<file path="config.mk">
export PLATFORM = sky130hd
export DESIGN_NAME = fetch_buffer
export DESIGN_NICKNAME = d
export VERILOG_FILES = /design/src/rtl/fetch_buffer.sv
export SDC_FILE = /design/constraint.sdc
export NUM_CORES = 1
export LEC_CHECK = 0
export ABC_AREA = 1
export BUFFER_PORTS_ARGS = -buffer_cell sky130_fd_sc_hd__buf_2
export CAP_MARGIN = 5
export CELL_PAD_IN_SITES_DETAIL_PLACEMENT = 0
export CELL_PAD_IN_SITES_GLOBAL_PLACEMENT = 1
export CORE_MARGIN = 8
export CORE_UTILIZATION = 38
export DETAILED_ROUTE_END_ITERATION = 16
export GPL_TIMING_DRIVEN = 0
export HOLD_SLACK_MARGIN = 0.1
export MAX_ROUTING_LAYER = met4
export PLACE_DENSITY = 0.78
export SLEW_MARGIN = 20
export SYNTH_ARGS = -nofsm -noshare
export SYNTH_HDL_FRONTEND = slang
export SYNTH_SLANG_ARGS = --single-unit
export TNS_END_PERCENT = 50
</file>
<file path="constraint.sdc">
create_clock -name clk -period 4 [get_ports clk]
set_input_delay 0.4 -clock clk [delete_from_list [all_inputs] [get_ports clk]]
set_output_delay 0.4 -clock clk [all_outputs]
set_load 0.005 [all_outputs]
</file>
<file path="src/rtl/fetch_buffer.sv">
// Instruction fetch front-end for ROM port A: sequential one-word requests,
// a small prefetch FIFO of {word, pc}, and redirect flushing on jump_i.
`ifndef RISCV_ADDR_WIDTH
`define RISCV_ADDR_WIDTH 32
`endif
`ifndef RISCV_WORD_WIDTH
`define RISCV_WORD_WIDTH 32
`endif

module fetch_buffer #(
  parameter int unsigned            ADDR_WIDTH = `RISCV_ADDR_WIDTH,
  parameter logic [ADDR_WIDTH-1:0]  BOOT_ADDR  = '0,
  parameter int unsigned            FIFO_DEPTH = 2
) (
  input  logic                         clk,
  input  logic                         rst_n,
  output logic                         mem_valid_o,
  output logic [ADDR_WIDTH-1:0]        mem_addr_o,
  input  logic                         mem_ready_i,
  input  logic [`RISCV_WORD_WIDTH-1:0] mem_rdata_i,
  input  logic                         jump_i,
  input  logic [ADDR_WIDTH-1:0]        jump_addr_i,
  output logic                         instr_valid_o,
  input  logic                         instr_ready_i,
  output logic [`RISCV_WORD_WIDTH-1:0] instr_o,
  output logic [ADDR_WIDTH-1:0]        pc_o
);

  localparam int unsigned WORD_WIDTH = `RISCV_WORD_WIDTH;
  localparam int unsigned PTR_W      = $clog2(FIFO_DEPTH);
  localparam int unsigned CNT_W      = $clog2(FIFO_DEPTH + 1);
  localparam int unsigned OCC_W      = CNT_W + 1;
  localparam logic [PTR_W-1:0] LAST_PTR  = PTR_W'(FIFO_DEPTH - 1);
  localparam logic [CNT_W-1:0] DEPTH_CNT = CNT_W'(FIFO_DEPTH);
  localparam logic [OCC_W-1:0] DEPTH_OCC = OCC_W'(FIFO_DEPTH);

  logic [ADDR_WIDTH-1:0] fetch_pc_q, fetch_pc_d;
  logic [ADDR_WIDTH-1:0] req_pc_q, req_pc_d;
  logic                  in_flight_q, in_flight_d;
  logic                  drop_q, drop_d;
  logic [CNT_W-1:0]      count_q, count_d;
  logic [PTR_W-1:0]      rd_ptr_q, rd_ptr_d;
  logic [PTR_W-1:0]      wr_ptr_q, wr_ptr_d;
  logic [WORD_WIDTH-1:0] fifo_word_q [FIFO_DEPTH];
  logic [WORD_WIDTH-1:0] fifo_word_d [FIFO_DEPTH];
  logic [ADDR_WIDTH-1:0] fifo_pc_q   [FIFO_DEPTH];
  logic [ADDR_WIDTH-1:0] fifo_pc_d   [FIFO_DEPTH];

  logic             pop;
  logic             push;
  logic [OCC_W-1:0] occupancy;

  function automatic logic [PTR_W-1:0] ptr_inc(input logic [PTR_W-1:0] p);
    return (p == LAST_PTR) ? '0 : p + PTR_W'(1);
  endfunction

  // Occupancy counts the word already owed by the ROM so the FIFO can never overflow.
  always_comb begin
    occupancy     = OCC_W'(count_q) + OCC_W'(in_flight_q) - OCC_W'(pop);
    instr_valid_o = rst_n & ~jump_i & (count_q != '0);
    pop           = instr_valid_o & instr_ready_i;
    push          = mem_ready_i & in_flight_q & ~drop_q & ~jump_i;
    mem_valid_o   = rst_n & ~jump_i & (occupancy < DEPTH_OCC);
    mem_addr_o    = fetch_pc_q;
    instr_o       = fifo_word_q[rd_ptr_q];
    pc_o          = fifo_pc_q[rd_ptr_q];
  end

  always_comb begin
    fetch_pc_d  = fetch_pc_q;
    req_pc_d    = req_pc_q;
    in_flight_d = mem_valid_o;
    drop_d      = drop_q & in_flight_q & ~mem_ready_i;
    count_d     = count_q;
    rd_ptr_d    = rd_ptr_q;
    wr_ptr_d    = wr_ptr_q;
    fifo_word_d = fifo_word_q;
    fifo_pc_d   = fifo_pc_q;

    if (mem_valid_o) begin
      fetch_pc_d = fetch_pc_q + ADDR_WIDTH'(4);
      req_pc_d   = fetch_pc_q;
    end

    if (jump_i) begin
      fetch_pc_d = {jump_addr_i[ADDR_WIDTH-1:2], 2'b00};
      // A response still owed after the redirect must not land in the new stream.
      drop_d     = in_flight_q & ~mem_ready_i;
      count_d    = '0;
      rd_ptr_d   = '0;
      wr_ptr_d   = '0;
    end else begin
      if (push) begin
        fifo_word_d[wr_ptr_q] = mem_rdata_i;
        fifo_pc_d[wr_ptr_q]   = req_pc_q;
        wr_ptr_d              = ptr_inc(wr_ptr_q);
      end
      if (pop) begin
        rd_ptr_d = ptr_inc(rd_ptr_q);
      end
      count_d = count_q + CNT_W'(push) - CNT_W'(pop);
    end
  end

  always_ff @(posedge clk) begin
    if (!rst_n) begin
      fetch_pc_q  <= BOOT_ADDR;
      in_flight_q <= 1'b0;
      drop_q      <= 1'b0;
      count_q     <= '0;
      rd_ptr_q    <= '0;
      wr_ptr_q    <= '0;
    end else begin
      fetch_pc_q  <= fetch_pc_d;
      in_flight_q <= in_flight_d;
      drop_q      <= drop_d;
      count_q     <= count_d;
      rd_ptr_q    <= rd_ptr_d;
      wr_ptr_q    <= wr_ptr_d;
    end
  end

  always_ff @(posedge clk) begin
    req_pc_q    <= req_pc_d;
    fifo_word_q <= fifo_word_d;
    fifo_pc_q   <= fifo_pc_d;
  end

  always_ff @(posedge clk) begin
    if (rst_n) begin
      assert (!(push && (count_q == DEPTH_CNT)))
        else $error("fetch_buffer: push into full prefetch FIFO");
    end
  end

endmodule

</file>
---- Word level (Yosys, flattened, before mapping) ----
Cells that the tools add are included.
word-level totals
  bits in registers ....................... 198
  bits of input ports ..................... 69
  logic and storage cells ................. 59
operators by class
  add/sub/neg operators ................... 7
  $lt $le $gt $ge ......................... 4
  muxes and demuxes ....................... 15
  bitwise gates (word level) .............. 16
  reduce and logical (&&, ||, !) cells .... 5
operators by type and width
  cell                   number
  $mux 32                9
  $bwmux 64              2
  $add 32x3->32 const B  1
  $demux 32 s1           1
  $and 1x1->1            10
  $ge 2x2->1 const B     2
  $not 1->1              4
  $not 1->2              2
  $reduce_bool 2->1      2
  $add 2x1->3            1
  $lt 3x2->1 const B     1
  $mux 1                 3
  $sub 3x1->3            1
  $add 1x1->1 const B    2
  $add 2x1->2            1
  $lt 2x1->1 const B     1
  $reduce_and 2->1       1
  $reduce_or 2->1        1
  $sub 2x1->2            1
  $logic_and 1x1->1      1

---- Depth between registers and ports, before layout ----
Gate-level depths: netlist (run 1).
  depth in word-level cells ............... 9
  mapped depth ............................ 18

---- Worst setup path before layout (run 1) ----
No wires, ideal clock.
  path kind ............................... in2reg
  start point ............................. input port jump_i
  end point ............................... register fifo_pc_q[10] (netlist bit), enable pin
  setup time .............................. 484 ps
  arrival ................................. 3300 ps
  required time ........................... 3516 ps
  path slack .............................. 216 ps
  stages on the path ...................... 3
  buffers on the path ..................... 0
  cell sequence ........................... nor2_1 > nand3_1 > nor2_1
on the way
  cells in the longest elaborated chain, start to end .. 3
ends and longest elaborated chain
  element                         RTL line  text
  start: declaration              21        input logic jump_i,
  $not 1->1 (no line) (*)         -
  $and 1x1->1                     62        push = mem_ready_i & in_flight_q & ~drop_q & ~jump_i;
  $reduce_and 2->1 (no line) (*)  -
  end signal: assignment          126       fifo_pc_q <= fifo_pc_d;
  end: declaration                46        logic [ADDR_WIDTH-1:0] fifo_pc_q [FIFO_DEPTH];
Mark *: on every way between the ends. The rest lies on a longest branch, timed or not.
A chain may end at the register's enable or synchronous reset.

---- Worst setup path after layout (run 1) ----
  start point ............................. register count_q[1]
  end point ............................... output port mem_valid_o
on the way
  cells in the longest elaborated chain, start to end .. 6
  elaborated cells between the ends (all ways) .. 7
  those cells by class .................... add/sub (2); order compare (1); bitwise (3); reduce/logical (1)
ends and longest elaborated chain
  element                   RTL line  text
  start: declaration        41        logic [CNT_W-1:0] count_q, count_d;
  start signal: assignment  117       count_q <= count_d;
  $reduce_bool 2->1         60        instr_valid_o = rst_n & ~jump_i & (count_q != '0);
  $and 1x1->1               60
  $and 1x1->1               61        pop = instr_valid_o & instr_ready_i;
  net pop                   49        logic pop;
  $sub 3x1->3               59        occupancy = OCC_W'(count_q) + OCC_W'(in_flight_q) - OCC_W'(pop);
  $lt 3x2->1                63        mem_valid_o = rst_n & ~jump_i & (occupancy < DEPTH_OCC);
  $and 1x1->1               63
  end: declaration          17        output logic mem_valid_o,
The timed path passes the listed nets, and every way through them passes these cells.

==> impl_metrics.toml, run 1 <==
[worst_setup_path]
cpLargestDelayFamily = "buffers and inverters"
slowest_delay_ps = 520
worstPathArrival_ps = 3360
crit_required_ps = 3600
worstPathMaxFanout = 40
critPathKind = "reg -> out"
critical_path_buf_inv_count = 5
path_cells = "nor2_1, nor2_1, nand2_1, inv_1, ha_1, or2_2, fa_1, inv_1, nor2_4, nand2_4, inv_2, buf_8, buf_2"
critPathLaunchType = "flip-flop"
cpMaxStageDelayCell = "fa_1"
startpoint = "count_q[1]"
end_kind = "primary output"
timing.rr.start = "count_q[1]"

[grt]
antenna_found_initial = 0
busiest_layer = "met2"
grt_overflow = 0
grtUsageMet1_pct = 18.2
grt_max_degree = 41
grt_pass1_wl_um = 29300
met2_usage_pct = 25.0
grt_usage_pct = 15.2
first_global_vias = 5500
grt_use_met3_pct = 3.37

[floorplan]
die_h_um = 160
dieArea_sq_um = 25500
die_w_um = 160
io_pins = 167
rows = 52
initial_core_util_pct = 38.8
core_sq_um = 20200

[clock_tree]
tritoncts = "built"
cts_buffer_depth = 2
path_clk_slew_ps = 70
cts_buffers = 17
cts.sinks = 190
h-tree-depth = 4
cts_hold_buffers = 0
clk_latency_ps = 420
cts-root-buf = "clkbuf_16"

[layout]
layout_common_cells = "nand2_1 (323), buf_2 (160), edfxtp_1 (154)"
fillers = 1897
multiInputGateArea_sq_um = 2150
area_growth_pct = 23.6
drive_above_1_share_pct = 22.6
fin_nets = 1033
layout_commonest_cell = "nand2_1"
regArea_sq_um = 5350
antenna_cells = 0

[drt]
viasPerCell = 4.44
ant_nets = 0
drtIter0Drc = 364
drc_errors = 0
wirelength_um = 18700
drtPass1Iterations = 4
post_drt_wl_per_cell_um = 15.0
num_vias = 5517

[logic_synthesis]
synthMuxAreaShare_pct = 0
synth_top_area_cell = "edfxtp_1"
netlist_area_sq_um = 7850
async_flop_share_pct = 0
yosysSeqAreaShare_pct = 68.1
synth_compound_area_share_pct = 3.67
synth_edf_count = 154
ys_types = 32
synth_top_family_by_area = "simple AND/OR/NAND/NOR gates"
synth_area_per_cell_sq_um = 10.1
synth_seq_cells = 190
synthesis.instances = 773
synth_top_area_share_pct = 58.9
synth_flop_cell = "edfxtp_1"
netlist_top_cells_area = "edfxtp_1 (59%), nand2_1 (15%), dfxtp_1 (9.2%), inv_1 (2.9%), nand3_1 (2.4%)"
synth_xor_area_share_pct = 0.893
synthAdderAreaFrac_pct = 0.893
yosys_warnings = 0
yosys.area_share.simple_pct = 21.6

[timing]
tightestPinTransition_ps = 657
setup_viol = 0
fin_crit_sh_pct = 94.0
max_freq_mhz = 266
maxSlewViolCount = 0
finalHoldViolCount = 0
skew_ps = 12.7
slew_headroom_pct = 56.2
holdWs_ps = 169
period_needed_ps = 3760
setup_ws_ps = 238
rsz0062_at_grt = "no"

[power_and_ir_drop]
p_leak_nw = 3.99
p_per_area_nw_per_um2 = 422
ir_drop_uv = 269

[worst_hold_path]
hp-class = "in -> reg"
worstHoldStart = "mem_rdata_i[4]"

[flow_run]
drv_cap = 0

[placement]
preCtsSetupSlack_ps = 77.3
place_congestion = 0.884
numPortBuffers = 160
dp_hpwl_um = 13800

[status]
status = "finished, final reports clean"
[state kept, by name (all words and copies together), names as in the netlist]
register     flops
count_q          2
drop_q           1
fifo_pc_q       60
fifo_word_q     64
in_flight_q      1
mem_addr_o      30
rd_ptr_q         1
req_pc_q        30
wr_ptr_q         1
[routing by layer]
| layer | vias up | routed length (um) |
|---|---|---|
| li1 | 2887 | - |
| met1 | 2482 | 8470 |
| met2 | 136 | 9270 |
| met3 | 12 | 753 |
| met4 | 0 | 184 |
| met5 | - | 0 |
[cell usage after synthesis, types with 4 or more instances]
library cell,number
nor2_1,47
ha_1,4
nand2_1,323
o21ai_1,8
clkbuf_1,18
or2_2,4
a21oi_1,27
inv_1,60
buf_4,8
edfxtp_1,154
nand3_1,37
xnor2_1,5
o21ai_0,11
inv_2,4
dfxtp_1,36
[kinds of logic (layout without fill, tap and decap cells)]
logic type      after synthesis  in the layout
simple gates                424            424
flops                       190            190
buf+inv                      91            287
compound gates               54             54
xor+xnor                      8              8
fa+ha+maj                     5              5
other cells                   1              4
[cell type report]
cell class              instances  area share, %
flip-flops and latches        190           55.1
multi-input cells             495           22.2
repair buffers                164           9.24
clock buffers                  19           4.57
well taps                     270           3.49
inverters                      65           2.52
clock inverters                13           1.42
plain buffers                  26           1.39
[worst paths after layout]
path                            cells after the start  slack [ps]         endpoint
worst max-delay path                               13         240      mem_valid_o
worst min-delay path                                1         170  fifo_word_q[36]
worst max register to register                     14         910   mem_addr_o[29]
worst min register to register                      0         440    fifo_pc_q[61]
[timing repair]
| action | in CTS | in global routing |
|---|---|---|
| setup buffers | 0 | 0 |
| pin swaps | 0 | 0 |
| resized for setup | 1 | 2 |
| endpoints found under the setup margin | 1 | 1 |
| cloned | 0 | 0 |
[power breakdown]
part           internal (mW)  leakage [nW]  switching (mW)
registers               2.19          1.71          0.0461
clock network          0.937         0.269           0.704
logic                 0.0887          2.01           0.122
[through the flow]
step | std cells | util, % | cell area, sq um | TNS (ps) | power (mW)
after floorplan | 776 | - | 7860 | 0 | 2.37
after global placement | 1206 | 44.5 | 8990 | -186580 | 2.48
after detailed placement | 1210 | 45.0 | 9100 | 0 | 2.49
after CTS | 1242 | 47.9 | 9690 | 0 | 4.14
after global routing | 1242 | 47.9 | 9690 | 0 | 4.24
final | 1242 | 47.9 | 9690 | 0 | 4.09
No activity file was read; power rests on OpenSTA's default activity.
==> inputs of run 2 (changes only) <==
--- a/config.mk
+++ b/config.mk
@@ -6,7 +6,7 @@
 export NUM_CORES = 1
 export LEC_CHECK = 0
 export ABC_AREA = 1
-export BUFFER_PORTS_ARGS = -buffer_cell sky130_fd_sc_hd__buf_2
+export BUFFER_PORTS_ARGS = -buffer_cell sky130_fd_sc_hd__buf_4
 export CAP_MARGIN = 5
 export CELL_PAD_IN_SITES_DETAIL_PLACEMENT = 0
 export CELL_PAD_IN_SITES_GLOBAL_PLACEMENT = 1
==> run 2 against run 1 <==
Effect of this change:
- via count increased by 0.53%
- clock-buffer cell count unchanged
- sequential share of layout area fell by 2.6 points
- core utilization increased by 2.3 points
- hold slack got worse by 6.9 ps
- clock power about the same
- highest routed layer unchanged
==> impl_metrics.toml, run 2 (synthesis gave the netlist of run 1 again) <==
[status]
status = "finished, final reports clean"

[drt]
drc_errors = 0
ant_nets = 0
viasPerCell = 4.46
num_vias = 5546
drtIter0Drc = 367
drtPass1Iterations = 5
wirelength_um = 18800
post_drt_wl_per_cell_um = 15.1

[worst_setup_path]
timing.rr.start = "count_q[1]"
cpMaxStageDelayCell = "dfxtp_1"
r2r_cells = 13
end_kind = "primary output"
cpMostUsedCell = "nor2_1"
critPathLaunchType = "flip-flop"
crit_required_ps = 3600
path_cells = "nor2_1, nor2_1, nand2_1, inv_1, ha_1, or2_2, fa_1, xnor2_1, nand2_4, inv_2, buf_12, buf_4"
critPathKind = "reg -> out"
timing.rr.end = "mem_addr_o[30]"
worstPathArrival_ps = 3320
critical_path_buf_inv_count = 4
slowest_delay_ps = 450
cpLargestDelayFamily = "buffers and inverters"
r2r_slack_ps = 930
worstPathMaxFanout = 40

[floorplan]
core_sq_um = 20200
io_pins = 167
dieArea_sq_um = 25500
die_w_um = 160
die_h_um = 160
rows = 52
initial_core_util_pct = 38.8

[power_and_ir_drop]
ir_drop_uv = 261
power_mw = 4.12
p_per_area_nw_per_um2 = 405
p_leak_nw = 4.15

[clock_tree]
tritoncts = "built"
clk_latency_ps = 420
cts.sinks = 190
h-tree-depth = 4
cts_buffer_depth = 2
cts-root-buf = "clkbuf_16"
cts_buffers = 17
path_clk_slew_ps = 70
cts_setup_buffers = 0

[worst_hold_path]
worstHoldPathCells = 2
hp-class = "in -> reg"
worstHoldStart = "mem_ready_i"
min_to = "drop_q"

[layout]
layout_common_cells = "nand2_1 (323), buf_4 (167), edfxtp_1 (154)"
antenna_cells = 0
largest_register_ffs = 64
area_growth_pct = 29.6
top_register = "fifo_word_q"
drive_above_1_share_pct = 22.8
layout_commonest_cell = "nand2_1"
reg_top3 = "fifo_word_q: 64 flops, fifo_pc_q: 60 flops"
fin_nets = 1035
stdcell_area_sq_um = 10200
instances_no_fill = 1244

[placement]
numPortBuffers = 160
dp_cells = 1212
place_congestion = 0.895
dp_hpwl_um = 13900
placed_cell_area_sq_um = 9580

[grt]
grt_overflow = 0
grt_usage_pct = 15.3
antenna_found_initial = 0
busiest_layer = "met2"
grt_max_degree = 41
grt_pass1_wl_um = 29700
grt_use_met3_pct = 3.06
first_global_vias = 5528
grtUsageMet1_pct = 18.4
met2_usage_pct = 25.3

[timing]
slew_headroom_pct = 55.2
skew_ps = 16.5
rsz0062_at_grt = "no"
maxSlewViolCount = 0
finalHoldViolCount = 0
max_freq_mhz = 269
setup_tns_ps = 0
tightestPinTransition_ps = 673
period_needed_ps = 3720
holdWs_ps = 162
setup_viol = 0
fin_crit_sh_pct = 93.1

[flow_run]
drv_cap = 0
==> run 2: worst reg2reg max path, cell delays in order, from the launching register on <==
cell     delay (ps)
dfxtp_1         450
nor2_1           70
nor2_1          140
nand2_1          90
inv_1           130
ha_1            240
or2_2           300
fa_1            410
xnor2_1         260
nand2_4         160
inv_2           220
buf_12          270
nand3_1         130
a21oi_1         140
==> run 2: worst max path at each step <==
stage                    start             end  slack [ps]  cells after the start
finish              count_q[1]     mem_valid_o         280                     12
global route        count_q[1]     mem_valid_o          20                     12
CTS                 count_q[1]     mem_valid_o           9                     12
detailed placement      jump_i     mem_valid_o         160                     15
global placement        jump_i  fifo_word_q[9]       -1480                      4
floorplan               jump_i   fifo_pc_q[10]         220                      3
==> run 2: routing by layer <==
layer	wire length [um]	share of wire, %
met2	9290	49
met1	8460	45
met5	0	0
met3	779	4.1
met4	273	1.5
==> run 2: power by group <==
part / switching (mW) / internal, mW
Clock: 0.701 / 0.941
Combinational: 0.122 / 0.125
Sequential: 0.0473 / 2.19
==> run 2: final cells by class <==
class | instances | area (sq um)
Fill cell | 1840 | 10100
Sequential cell | 190 | 5350
Multi-Input combinational cell | 495 | 2150
Timing Repair Buffer | 166 | 1370
Clock buffer | 19 | 443
Tap cell | 270 | 338
Inverter | 65 | 244
Buffer | 26 | 140
Clock inverter | 13 | 138
==> run 2: stage by stage <==
step | utilization (%) | setup slack [ps]
2_1_floorplan | - | 216
3_3_place_gp | 46.4 | -1480
3_5_place_dp | 47.3 | 161
4_1_cts | 50.2 | 8.52
5_1_grt | 50.3 | 15.1
6_report | 50.3 | 276
==> run 2: timing repair <==
item / 4_1_cts / 5_1_grt
gates resized for setup: 0 / 4
endpoints found under the setup margin: 0 / 1
hold buffers: 0 / 0
